**src/rtl/cv32e40p_pkg.sv**
```systemverilog
// ============================================================================
//  Module   : cv32e40p_pkg
//  Purpose  : Shared types for the load/store unit: access-size encoding,
//             LSU FSM state encoding and the misalignment predicate.
//  Macro    : CV32E40P_LSU_MISALIGNED_EN adds the second-transaction states
//             used when a misaligned access is split in two.
//  Revision : 1.0 - initial release
// ============================================================================
`default_nettype none

package cv32e40p_pkg;

    typedef enum logic [1:0] {
        LSU_BYTE = 2'b00,
        LSU_HALF = 2'b01,
        LSU_WORD = 2'b10
    } lsu_size_e;

    typedef enum logic [2:0] {
        IDLE         = 3'd0,
        WAIT_GNT     = 3'd1,
        WAIT_RVALID  = 3'd2
`ifdef CV32E40P_LSU_MISALIGNED_EN
        ,
        WAIT_GNT2    = 3'd3,
        WAIT_RVALID2 = 3'd4
`endif
    } lsu_state_e;

    // An access is misaligned when it crosses a word boundary. The unused
    // size code 2'b11 is handled as a word everywhere.
    function automatic logic lsu_misaligned(input logic [1:0] size,
                                            input logic [1:0] offset);
        return ((size == LSU_HALF) && (offset == 2'd3)) ||
               (size[1] && (offset != 2'd0));
    endfunction

endpackage

`default_nettype wire

```
**src/rtl/cv32e40p_lsu_align.sv**
```systemverilog
// ============================================================================
//  Module   : cv32e40p_lsu_align
//  Purpose  : Combinational lane steering for the LSU.
//             be        - byte enables over two words (upper nibble = lanes
//                         spilling into the next word)
//             wdata_sh  - store data shifted onto its byte lanes, 64 bits
//             rdata_ext - load data extracted from a 64-bit window
//                         ({next word, this word}) and extended
//  Ports    : size, offset, sign_ext, wdata, rdata -> be, wdata_sh, rdata_ext
//  Revision : 1.0 - initial release
// ============================================================================
`default_nettype none

module cv32e40p_lsu_align
    import cv32e40p_pkg::*;
(
    input  logic [1:0]  size,
    input  logic [1:0]  offset,
    input  logic        sign_ext,
    input  logic [31:0] wdata,
    input  logic [63:0] rdata,
    output logic [7:0]  be,
    output logic [63:0] wdata_sh,
    output logic [31:0] rdata_ext
);

    logic [3:0]  be_base;
    logic [31:0] rdata_sh;

    always_comb begin
        case (size)
            LSU_BYTE: be_base = 4'b0001;
            LSU_HALF: be_base = 4'b0011;
            default:  be_base = 4'b1111;
        endcase
    end

    assign be       = {4'b0000, be_base} << offset;
    assign wdata_sh = {32'h0, wdata} << {offset, 3'b000};
    // Bytes of a split load sit in the 64-bit window, so one right shift
    // both aligns and merges the two halves.
    assign rdata_sh = 32'(rdata >> {offset, 3'b000});

    always_comb begin
        case (size)
            LSU_BYTE: rdata_ext = {{24{sign_ext & rdata_sh[7]}},  rdata_sh[7:0]};
            LSU_HALF: rdata_ext = {{16{sign_ext & rdata_sh[15]}}, rdata_sh[15:0]};
            default:  rdata_ext = rdata_sh;
        endcase
    end

endmodule

`default_nettype wire

```
**src/rtl/cv32e40p_load_store_unit.sv**
```systemverilog
// ============================================================================
//  Module   : cv32e40p_load_store_unit
//  Purpose  : Data-memory port. Accepts one load/store from EX, runs it on the
//             OBI-style bus with a single outstanding transaction and returns
//             registered, aligned and extended load data.
//  Ports    : lsu_*_i / lsu_*_o  - request from ID/EX, completion to EX
//             data_*             - OBI-style data bus (all outputs registered)
//  Macro    : CV32E40P_LSU_MISALIGNED_EN - split misaligned accesses into two
//             bus transactions; otherwise they are rejected with a one-cycle
//             lsu_err_misaligned_o pulse.
//  Revision : 1.0 - initial release
// ============================================================================
`default_nettype none

module cv32e40p_load_store_unit
    import cv32e40p_pkg::*;
#(
    parameter int ADDR_W = 32
) (
    input  logic              clk,
    input  logic              rst,
    input  logic              lsu_en_i,
    input  logic              lsu_we_i,
    input  logic [1:0]        lsu_size_i,
    input  logic              lsu_sign_ext_i,
    input  logic [ADDR_W-1:0] lsu_operand_a_i,
    input  logic [ADDR_W-1:0] lsu_operand_b_i,
    input  logic [31:0]       lsu_wdata_i,
    output logic              lsu_ready_o,
    output logic              lsu_rvalid_o,
    output logic [31:0]       lsu_rdata_o,
    output logic              lsu_err_misaligned_o,
    output logic              data_req_o,
    input  logic              data_gnt_i,
    output logic [ADDR_W-1:0] data_addr_o,
    output logic              data_we_o,
    output logic [3:0]        data_be_o,
    output logic [31:0]       data_wdata_o,
    input  logic              data_rvalid_i,
    input  logic [31:0]       data_rdata_i
);

    lsu_state_e        state;
    logic              idle;
    logic              accept;
    logic              misaligned;
    logic              reject;
    logic [ADDR_W-1:0] ea;

    logic [1:0]        size_q;
    logic [1:0]        off_q;
    logic              sign_q;
    logic [ADDR_W-1:0] addr_q;
    logic              we_q;
    logic              req_q;
    logic [3:0]        be_q;
    logic [31:0]       wdata_q;
    logic              rvalid_q;
    logic              err_q;
    logic [31:0]       rdata_q;

    logic [1:0]        al_size;
    logic [1:0]        al_off;
    logic              al_sign;
    logic [63:0]       al_rdata_in;
    logic [7:0]        al_be;
    logic [63:0]       al_wdata;
    logic [31:0]       al_rdata;

`ifdef CV32E40P_LSU_MISALIGNED_EN
    logic              split_q;
    logic [3:0]        be2_q;
    logic [31:0]       wdata2_q;
    logic [31:0]       rdata_lo_q;
`endif

    assign ea         = lsu_operand_a_i + lsu_operand_b_i;
    assign idle       = (state == IDLE);
    assign accept     = lsu_en_i & idle;
    assign misaligned = lsu_misaligned(lsu_size_i, ea[1:0]);

`ifdef CV32E40P_LSU_MISALIGNED_EN
    assign reject      = 1'b0;
    assign al_rdata_in = (state == WAIT_RVALID2) ? {data_rdata_i, rdata_lo_q}
                                                 : {32'h0, data_rdata_i};
`else
    assign reject      = misaligned;
    assign al_rdata_in = {32'h0, data_rdata_i};

    // Spill-over lanes only matter when accesses are split.
    logic unused_split_lanes;
    assign unused_split_lanes = ^{al_be[7:4], al_wdata[63:32]};
`endif

    // The aligner is shared: in IDLE it steers the incoming request onto
    // byte lanes, while busy it extracts load data for the captured request.
    assign al_size = idle ? lsu_size_i     : size_q;
    assign al_off  = idle ? ea[1:0]        : off_q;
    assign al_sign = idle ? lsu_sign_ext_i : sign_q;

    cv32e40p_lsu_align u_align (
        .size      (al_size),
        .offset    (al_off),
        .sign_ext  (al_sign),
        .wdata     (lsu_wdata_i),
        .rdata     (al_rdata_in),
        .be        (al_be),
        .wdata_sh  (al_wdata),
        .rdata_ext (al_rdata)
    );

    always_ff @(posedge clk or posedge rst) begin
        if (rst) begin
            state      <= IDLE;
            size_q     <= 2'b00;
            off_q      <= 2'b00;
            sign_q     <= 1'b0;
            addr_q     <= '0;
            we_q       <= 1'b0;
            req_q      <= 1'b0;
            be_q       <= 4'b0000;
            wdata_q    <= 32'h0;
            rvalid_q   <= 1'b0;
            err_q      <= 1'b0;
            rdata_q    <= 32'h0;
`ifdef CV32E40P_LSU_MISALIGNED_EN
            split_q    <= 1'b0;
            be2_q      <= 4'b0000;
            wdata2_q   <= 32'h0;
            rdata_lo_q <= 32'h0;
`endif
        end else begin
            rvalid_q <= 1'b0;
            err_q    <= 1'b0;
            case (state)
                IDLE: begin
                    if (accept) begin
                        if (reject) begin
                            err_q <= 1'b1;
                        end else begin
                            state   <= WAIT_GNT;
                            req_q   <= 1'b1;
                            addr_q  <= {ea[ADDR_W-1:2], 2'b00};
                            we_q    <= lsu_we_i;
                            be_q    <= al_be[3:0];
                            wdata_q <= al_wdata[31:0];
                            size_q  <= lsu_size_i;
                            off_q   <= ea[1:0];
                            sign_q  <= lsu_sign_ext_i;
`ifdef CV32E40P_LSU_MISALIGNED_EN
                            split_q  <= misaligned;
                            be2_q    <= al_be[7:4];
                            wdata2_q <= al_wdata[63:32];
`endif
                        end
                    end
                end
                WAIT_GNT: begin
                    if (data_gnt_i) begin
                        req_q <= 1'b0;
                        state <= WAIT_RVALID;
                    end
                end
                WAIT_RVALID: begin
                    if (data_rvalid_i) begin
`ifdef CV32E40P_LSU_MISALIGNED_EN
                        if (split_q) begin
                            // Second half: next word (wraps at the top of
                            // the address space), remaining low lanes.
                            state      <= WAIT_GNT2;
                            req_q      <= 1'b1;
                            addr_q     <= addr_q + ADDR_W'(4);
                            be_q       <= be2_q;
                            wdata_q    <= wdata2_q;
                            rdata_lo_q <= data_rdata_i;
                        end else
`endif
                        begin
                            state    <= IDLE;
                            rvalid_q <= 1'b1;
                            rdata_q  <= we_q ? 32'h0 : al_rdata;
                        end
                    end
                end
`ifdef CV32E40P_LSU_MISALIGNED_EN
                WAIT_GNT2: begin
                    if (data_gnt_i) begin
                        req_q <= 1'b0;
                        state <= WAIT_RVALID2;
                    end
                end
                WAIT_RVALID2: begin
                    if (data_rvalid_i) begin
                        state    <= IDLE;
                        rvalid_q <= 1'b1;
                        rdata_q  <= we_q ? 32'h0 : al_rdata;
                    end
                end
`endif
                default: begin
                    state <= IDLE;
                    req_q <= 1'b0;
                end
            endcase
        end
    end

    assign lsu_ready_o          = idle;
    assign lsu_rvalid_o         = rvalid_q;
    assign lsu_rdata_o          = rdata_q;
    assign lsu_err_misaligned_o = err_q;
    assign data_req_o           = req_q;
    assign data_addr_o          = addr_q;
    assign data_we_o            = we_q;
    assign data_be_o            = be_q;
    assign data_wdata_o         = wdata_q;

endmodule

`default_nettype wire

```
**config.mk**
```make
export PLATFORM = sky130hd
export DESIGN_NAME = cv32e40p_load_store_unit
export DESIGN_NICKNAME = d
export VERILOG_FILES = /design/src/rtl/cv32e40p_pkg.sv /design/src/rtl/cv32e40p_lsu_align.sv /design/src/rtl/cv32e40p_load_store_unit.sv
export SDC_FILE = /design/constraint.sdc
export NUM_CORES = 1
export LEC_CHECK = 0
export CELL_PAD_IN_SITES_DETAIL_PLACEMENT = 1
export CELL_PAD_IN_SITES_GLOBAL_PLACEMENT = 1
export CORE_MARGIN = 10
export CORE_UTILIZATION = 30
export DETAILED_ROUTE_END_ITERATION = 10
export HOLD_SLACK_MARGIN = 0.1
export PLACE_DENSITY_LB_ADDON = 0.1
export SLEW_MARGIN = 25
export SYNTH_ARGS = -nofsm -noshare
export SYNTH_HDL_FRONTEND = slang
export SYNTH_SLANG_ARGS = --single-unit
```
**constraint.sdc**
```tcl
create_clock -name clk -period 3.35 [get_ports clk]
set_input_delay 0.335 -clock clk [delete_from_list [all_inputs] [get_ports clk]]
set_output_delay 0.335 -clock clk [all_outputs]
set_load 0.03 [all_outputs]
```
==> results of run 1 <==
==> how the worst min path moves through the flow <==
stage,endpoint,cells after the start
4_1_cts,lsu_rdata_o[14],2
6_report,data_addr_o[3],2
3_3_place_gp,data_wdata_o[6],2
5_1_grt,data_wdata_o[7],2
2_1_floorplan,state[1],1
3_5_place_dp,data_wdata_o[7],2
==> cell usage after synthesis (10+ instances only) <==
cell type  instances  area share, %
nand3_1           30            2.2
clkbuf_1          35            1.9
o21ai_1           12           0.87
a31oi_1           13            1.2
o21ai_0           81            5.9
inv_1             16           0.87
dfrtp_1          109             39
nor2_1            47            2.6
xnor2_1           14            1.8
xor2_1            12            1.5
a22o_1            24            3.0
a21oi_1           81            5.9
ha_1              31            5.6
buf_2             11           0.80
nand2_1          222             12
nand4_1           10           0.90
==> power groups by stage <==
stage / Sequential (W) / Clock [W] / Combinational (W)
after floorplan: 0.00338 / 0 / 0.00185
after global placement: 0.00235 / 0 / 0.00509
after detailed placement: 0.00235 / 0 / 0.00517
after global routing: 0.00240 / 0.00128 / 0.00553
after CTS: 0.00233 / 0.00123 / 0.00518
final: 0.00232 / 0.00120 / 0.00509
==> layout make-up <==
| cell class | count | area [µm²] |
|---|---|---|
| Clock inverter | 5 | 85.1 |
| Sequential cell | 109 | 2730 |
| Timing Repair Buffer | 263 | 2640 |
| Fill cell | 2720 | 12600 |
| Tap cell | 285 | 357 |
| Inverter | 17 | 66.3 |
| Clock buffer | 10 | 239 |
| Multi-Input combinational cell | 684 | 3900 |
==> per-stage QoR <==
stage / power (W) / util, % / hold slack, ns / setup WS, ns / std cells
CTS: 0.00874 / 44.2 / 0.471 / 0.512 / 1373
global route: 0.00921 / 44.2 / 0.497 / 0.310 / 1373
global placement: 0.00743 / 42.8 / 0.453 / 0.222 / 1358
floorplan: 0.00523 / - / 0.421 / 0.141 / 868
detailed placement: 0.00752 / 42.8 / 0.455 / 0.112 / 1358
finish: 0.00860 / 44.2 / 0.450 / 0.504 / 1373
==> layer usage <==
metal	up-vias	global-route usage, %
met1	3419	22.3
met4	2	3.52
met5	-	0
met3	16	3.65
li1	3481	-
met2	154	30.6
==> logic make-up after synthesis <==
logic type                 count (synthesis)  synth area share (%)
xor gates and xnor gates                  26                  3.29
other                                      1                0.0542
DFF                                      109                  39.4
and+or+nand+nor                          339                  20.5
adders and majority gates                 32                  5.90
muxes                                      7                  1.21
buffers and inverters                     75                  4.54
AOI/OAI and AO/OA                        278                  25.0
==> registers in the layout, summed over array words and instances, names as in the netlist, 2 cells and up <==
signal        count
data_addr_o      30
data_be_o         4
data_wdata_o     32
lsu_rdata_o      32
off_q             2
size_q            2
state             2
==> impl_metrics.tcl, run 1 <==
set metrics [dict create \
    ys.flop_type "dfrtp_1" \
    r2r-start "state[0]" \
    ys_warn_count 0 \
    finalSetupViolCount 0 \
    design_area_um2 10000 \
    synth_edf_count 0 \
    clk_pin_slew_ns 0.08 \
    power_frac_clock_pct 13.9 \
    endpoint_kind "register" \
    vias 7072 \
    finalHoldViolCount 0 \
    seq_area_frac_synth_pct 39.4 \
    drive_gt1_share_pct 5.24 \
    ff2ff_path_depth 8 \
    path_buf_inv 2 \
    syn_inst 867 \
    numCtsBuffers 9 \
    leakage_nw 4.36 \
    die_h_um 172 \
    dr_wl_met2_um 13200 \
    m1WireLength_um 11900 \
    max_slew_margin_pct 54.3 \
    slowest_delay_ns 0.47 \
    finClkSkew_ns 0.0120 \
    crit_cells 11 \
    coreArea_um2 22600 \
    async_flop_share_pct 100 \
    swShare_pct 46.6 \
    drcViolationCount 0 \
    wire_per_inst_um 19.6 \
    viasPerCell 5.15 \
    p_int_w 0.00460 \
    ys_ff_latch 109 \
    area_growth_pct 44.7 \
    postCtsSetupBuffers 0 \
    worst_ep_arrival_time_ns 3.11 \
    layout.nets 1253 \
    slowest_stage "fa_1" \
    drt-pass1-iter-count 4 \
    layout_commonest_cell "clkdlybuf4s50_1" \
    rows 55 \
    mostFrequentLayoutCells "clkdlybuf4s50_1, nand2_1, dfrtp_1" \
    drtIter0Drc 288 \
    grt_setup_unrepaired "false" \
    num_io_pins 242 \
    setup.worst_path.class "in -> reg" \
    grt_pass1_vias 7305 \
    period_needed_ns 2.85 \
    grt_util_all_layers_pct 17.7 \
    ctsHoldBuffers 0 \
    ir_drop_mv 0.276 \
    pwr-share-comb_pct 59.2 \
    path_cells "clkdlybuf4s50_1 -> ha_1 -> inv_1 -> fa_1 -> or3_1 -> and2_2 -> o21ai_2 -> o2111ai_4 -> o211ai_2 -> nand2_2 -> o21ai_0" \
    cts.sinks 109 \
    power_density_nw_per_um2 859 \
    diodes 0 \
    grt_max_degree 58 \
    cts.path.max_buffers 2 \
    ys_types 67 \
    rr_endpoint "lsu_rdata_o[30]" \
    io_buffers 239 \
    overflow 0 \
    highest_layer "met5" \
    cts-htree-levels 3 \
    die_w_um 172 \
    tns_ns 0 \
    required_ns 3.61 \
    grt_pass1_wl_um 41500 \
    crit_path_start_kind "primary input" \
    wl_um 27000 \
    switching_power_w 0.00401 \
    antenna_left 0 \
    syn_area_per_cell_um2 7.98 \
    gp_congestion 0.818 \
    cp_top_family "simple AND/OR/NAND/NOR gates" \
    dp_hpwl_um 21000 \
    clk_latency_ns 0.35 \
    period_share_pct 85.0 \
    met3_length_um 1520 \
    outcome "finished, final reports clean" \
    cp-startpoint "lsu_operand_a_i[0]" \
    place_area_um2 9690 \
    tightest_slew_ns 0.686 \
    fmax_mhz 351 \
    post_cts_resized 0 \
    drv_cap 0 \
    grt_antenna_before_repair 1 \
    path_max_fanout 16 \
    cts-root-buf "clkbuf_16" \
    critical_path.endpoint "lsu_rdata_o[30]" \
    regToRegSetupSlack_ns 0.79 \
    initial_utilization_pct 30.6 \
    synthesis.area_um2 6920 \
    dieArea_um2 29500 \
    slew_violations 0 \
    p_seq_share_pct 26.9 \
    hp-class "in -> async" \
    cts_tree "yes" \
]
No activity file was read; power rests on OpenSTA's default activity.
==> inputs of run 2 (changes only) <==
clock period = 2.4 ns   (was 3.35 ns; I/O delays follow)
==> run 2 against run 1 <==
  * Routed wire length up 5.3%
  * Non-clock buffer count increased by 112
  * Sequential power rose by 39%
  * Largest cell class unchanged
  * Clock skew is 0.00095 ns higher
  * Largest power group unchanged
  * Worst setup slack worse by 0.47 ns
==> impl_metrics.tcl, run 2 (synthesis gave the netlist of run 1 again) <==
set metrics [dict create \
    path_max_fanout 4 \
    max_slew_margin_pct 52.1 \
    io_buffers 239 \
    worst_ep_arrival_time_ns 2.64 \
    switching_power_w 0.00584 \
    r2r-start "state[1]" \
    p_seq_share_pct 25.8 \
    rows 55 \
    grt_antenna_before_repair 0 \
    cp_top_family "simple AND/OR/NAND/NOR gates" \
    cts-htree-levels 3 \
    diodes 0 \
    critical_path.endpoint "data_addr_o[31]" \
    setup.worst_path.class "in -> reg" \
    final_util_pct 49.0 \
    path_buf_inv 3 \
    grt_util_all_layers_pct 18.7 \
    die_w_um 172 \
    initial_utilization_pct 30.6 \
    ff2ff_path_depth 9 \
    dieArea_um2 29500 \
    fmax_mhz 423 \
    total_power_w 0.0125 \
    tns_ns 0 \
    cts-root-buf "clkbuf_16" \
    crit_top_cell "buf_4" \
    crit_cells 10 \
    hp-class "in -> async" \
    drt-pass1-iter-count 4 \
    vias 7562 \
    power_frac_clock_pct 11.9 \
    leakage_nw 4.91 \
    grt_pass1_vias 8100 \
    nFillCells 2676 \
    required_ns 2.67 \
    pwr-share-comb_pct 62.3 \
    clk_latency_ns 0.36 \
    viasPerCell 5.09 \
    mostFrequentLayoutCells "clkdlybuf4s50_1, nand2_1, buf_4" \
    grt_max_degree 34 \
    drv_cap 0 \
    wl_um 28400 \
    num_io_pins 242 \
    ir_drop_mv 0.559 \
    dp_hpwl_um 22200 \
    finalHoldViolCount 0 \
    cts_tree "yes" \
    path_cells "clkdlybuf4s50_1 -> ha_4 -> buf_4 -> nand4_1 -> o211ai_1 -> a41oi_1 -> buf_4 -> and4bb_2 -> or4_1 -> nand3_1" \
    rr_endpoint "lsu_rdata_o[9]" \
    cts.sinks 109 \
    gp_congestion 0.832 \
    endpoint_kind "register" \
    slowest_delay_ns 0.52 \
    worst_slack_ns 0.0357 \
    outcome "finished, final reports clean" \
    swShare_pct 46.9 \
    layout_commonest_cell "clkdlybuf4s50_1" \
    tightest_slew_ns 0.717 \
    regToRegSetupSlack_ns 0.19 \
    period_share_pct 98.5 \
    antenna_left 0 \
    drive_gt1_share_pct 17.6 \
    p_int_w 0.00663 \
    drtIter0Drc 357 \
    finClkSkew_ns 0.0130 \
    layout.nets 1366 \
    cts.path.max_buffers 2 \
    power_density_nw_per_um2 1120 \
    coreArea_um2 22600 \
    ctsHoldBuffers 0 \
    crit_path_start_kind "primary input" \
    wire_per_inst_um 19.1 \
    dp_slack_ns -0.732 \
    finalSetupViolCount 0 \
    die_h_um 172 \
    slew_violations 0 \
    overflow 0 \
    drcViolationCount 0 \
    period_needed_ns 2.36 \
    grt_pass1_wl_um 44300 \
    cp-startpoint "lsu_operand_a_i[14]" \
    slowest_stage "clkdlybuf4s50_1" \
    area_growth_pct 60.4 \
    clk_pin_slew_ns 0.09 \
    numCtsBuffers 9 \
    timing.hold.ws_ns 0.314 \
]
[run 2: changes by cell type in the layout (fill, tap and decap cells not counted), moves of 3 or more]
cell	delta
clkinvlp_4	+3
dlygate4sd2_1	+4
ha_4	+7
o21ai_1	+3
buf_4	+109
a21oi_1	-11
clkdlybuf4s50_1	-5
o21ai_0	-10
ha_1	-8
o21ai_2	+6
a21oi_2	+11
[run 2: worst min-delay path by stage]
stage | start | end | depth (start not counted)
final | rst | data_addr_o[2] | 2
after floorplan | data_rvalid_i | state[1] | 1
after global routing | rst | data_addr_o[2] | 2
after CTS | rst | data_addr_o[2] | 2
after detailed placement | data_wdata_o[6] | data_wdata_o[6] | 2
after global placement | data_wdata_o[3] | data_wdata_o[3] | 2
[run 2: power by group through the flow]
stage          sequential (W)  combinational [W]  clock (W)
2_1_floorplan         0.00472            0.00260          0
6_report              0.00322            0.00778    0.00148
3_5_place_dp          0.00325            0.00765          0
3_3_place_gp          0.00323            0.00754          0
5_1_grt               0.00333            0.00843    0.00160
4_1_cts               0.00323            0.00780    0.00153
[run 2: layout make-up]
type / instances / area (µm²) / area share (%)
clock inverter: 7 / 50.0 / 0.451
tap: 285 / 357 / 3.21
timing repair buffer: 375 / 3490 / 31.5
clock buffer: 9 / 225 / 2.03
inverter: 17 / 67.6 / 0.609
sequential: 109 / 2730 / 24.6
multi-input combinational: 685 / 4180 / 37.7
[run 2: stage by stage]
stage	instance area, µm²	std cells
after CTS	10900	1483
after floorplan	6940	868
after global placement	10500	1464
after detailed placement	10500	1464
after global routing	11100	1487
final	11100	1487
[run 2: repair_timing]
action                     in CTS  in global routing
setup endpoints to repair      97                 19
setup buffers                   2                  4
pin swaps                      21                 13
gates resized for setup        37                 31
gates cloned                    1                  0
[run 2: metal layers]
metal  global-route usage (%)  up-vias  routed length, µm
met3                     3.72       22               1360
met5                        0        -                  0
met2                     32.5      164              14200
met1                     23.3     3671              12400
li1                         -     3705                  -
met4                     4.24        0                389
==> variant: new RTL, settings of run 1 <==
Encoding of `lsu_state_e`: now one-hot (3 bits for 3 states).
--- a/src/rtl/cv32e40p_pkg.sv
+++ b/src/rtl/cv32e40p_pkg.sv
@@ -19,5 +19,5 @@
     typedef enum logic [2:0] {
-        IDLE         = 3'd0,
-        WAIT_GNT     = 3'd1,
-        WAIT_RVALID  = 3'd2
+        IDLE         = 3'b001,
+        WAIT_GNT     = 3'b010,
+        WAIT_RVALID  = 3'b100
 `ifdef CV32E40P_LSU_MISALIGNED_EN
Function: no difference found for any inputs over 4 cycles, from zero or initial values and one cycle with rst high; so few cycles prove little.
==> variant against run 1 <==
  * Total power down 20%
  * Non-clock buffer count decreased by 2
  * Maximum frequency shrank 2.6%
  * Sequential share of layout area increased by 0.55 points
  * Core utilization is 0.32 points lower
  * Synthesized area down 0.69%
  * Setup slack lost 0.075 ns
  * Global-route usage fell by 0.77 points
  * Final area shrank 1.0%
  * Clock power down 11%
  * Via count fell by 8.4%
  * Sequential cell count grew 1
  * First-iteration DRC count increased by 12%
  * Routed wire length down 6.2%
==> variant: results (changes against run 1) <==
.. list-table::
   :header-rows: 1

   * - Metric
     - Value
   * - Outcome
     - finished clean
   * - Layout Cells excl Fill
     - 1273 (-7.3%)
   * - Slowest stage cell on the critical path
     - sky130_fd_sc_hd__clkdlybuf4s50_1
   * - Final total power
     - 6906 uW (-20%)
   * - Number of global-route vias before repair
     - 6843 (-6.3%)
   * - Worst IR drop on VDD
     - 0.2849 mV (+3.4%)
   * - Sequential power share
     - 29.6% (+2.7 points)
   * - Total Routing Usage GR
     - 16.91% (-0.77 points)
   * - Start point of the critical path
     - lsu_operand_a_i[1]
   * - Cell leakage power
     - 0.004349 uW (-0.14%)
   * - Highest fanout seen on the critical path
     - 4 (-12)
   * - Flop-to-flop setup slack
     - 0.50 ns (-0.29 ns)
   * - Final HPWL DP
     - 19.78 mm (-5.9%)
   * - Crit path to
     - data_addr_o[29]$_DFFE_PP0P_
   * - First-pass GRT wire length
     - 39.25 mm (-5.4%)
   * - Seq area share
     - 27.79% (+0.55 points)
   * - Number of signal-net inverters in the final layout
     - 18 (+1)
   * - Number of register bits inferred by synthesis
     - 110 (+0.92%)
   * - Critical R2R Launch
     - state[0]$_DFFE_PP1P_
   * - Crit path setup slack, layout
     - 0.4296 ns (-0.07453 ns)
   * - Filler cell count
     - 2587 (-4.9%)
   * - Worst path max stage delay
     - 0.42 ns (-0.05 ns)
   * - Multi-input logic area
     - 3847 um^2 (-1.4%)
   * - Instance count of the mapped netlist
     - 757 (-13%)
   * - Initial antenna violation count
     - 0 (-1)
   * - Worst hold-check slack
     - 0.3649 ns (-0.08469 ns)
   * - Transition time at the pin with the least slew margin
     - 0.8834 ns (+0.1976 ns)
   * - Layout clock buffers
     - 11 (+1)
   * - DR iter-0 viols
     - 322 (+12%)
   * - Depth of the worst register-to-register path
     - 7 (-1)
   * - Placer Congestion
     - 0.8192 (+0.15%)
   * - Commonest cells post-synth
     - sky130_fd_sc_hd__nand2_1 (133), sky130_fd_sc_hd__dfrtp_1 (109), sky130_fd_sc_hd__o21ai_0 (87), sky130_fd_sc_hd__a21oi_1 (53), sky130_fd_sc_hd__mux2i_1 (36)
   * - CP arrival
     - 3.17 ns (+0.06 ns)
   * - Overall via count from detail_route
     - 6480 (-8.4%)
   * - Switching share of total power
     - 43.96% (-2.6 points)
   * - Clock network power
     - 1070 uW (-11%)
   * - Average routed wire per standard cell
     - 19.85 um (+1.1%)
   * - Final non-filler cell area
     - 9910 um^2 (-1.0%)
   * - Share of the yosys chip area belonging to registers
     - 40.08% (+0.66 points)
   * - Cell type group with the largest total delay on the critical path
     - compound AO/OA/AOI/OAI gates
   * - Maximum number of pins on one net before global-route repair
     - 83 (+43%)
   * - Clock skew after layout
     - 0.01112 ns (-0.0008891 ns)
==> variant: changes by cell type after synthesis, sizes merged, moves of 14 or more <==
| cell | change |
|---|---|
| a22o | -16 |
| mux2i | +33 |
| a21oi | -28 |
| nand2 | -90 |
| mux2 | +14 |
| nand3 | -19 |
| nor2 | -16 |
==> variant: cell families (layout without fill, tap and decap cells) <==
| group | count (synthesis) | count (layout) | share of synthesized area [%] |
|---|---|---|---|
| buffers and inverters | 64 | 294 | 4.207 |
| and+or+nand+nor | 226 | 226 | 15.01 |
| muxes | 54 | 54 | 8.450 |
| xor gates and xnor gates | 26 | 26 | 3.315 |
| AOI/OAI and AO/OA | 244 | 244 | 22.95 |
| DFF | 110 | 110 | 40.08 |
| other | 1 | 2 | 0.05458 |
| adders and majority gates | 32 | 32 | 5.937 |
==> variant: metal layers <==
| metal | routed length, um | GRT usage, % |
|---|---|---|
| met1 | 11080 | 20.76 |
| met5 | 0 | 0 |
| met4 | 192 | 3.403 |
| met2 | 12550 | 29.51 |
| met3 | 1442 | 3.965 |
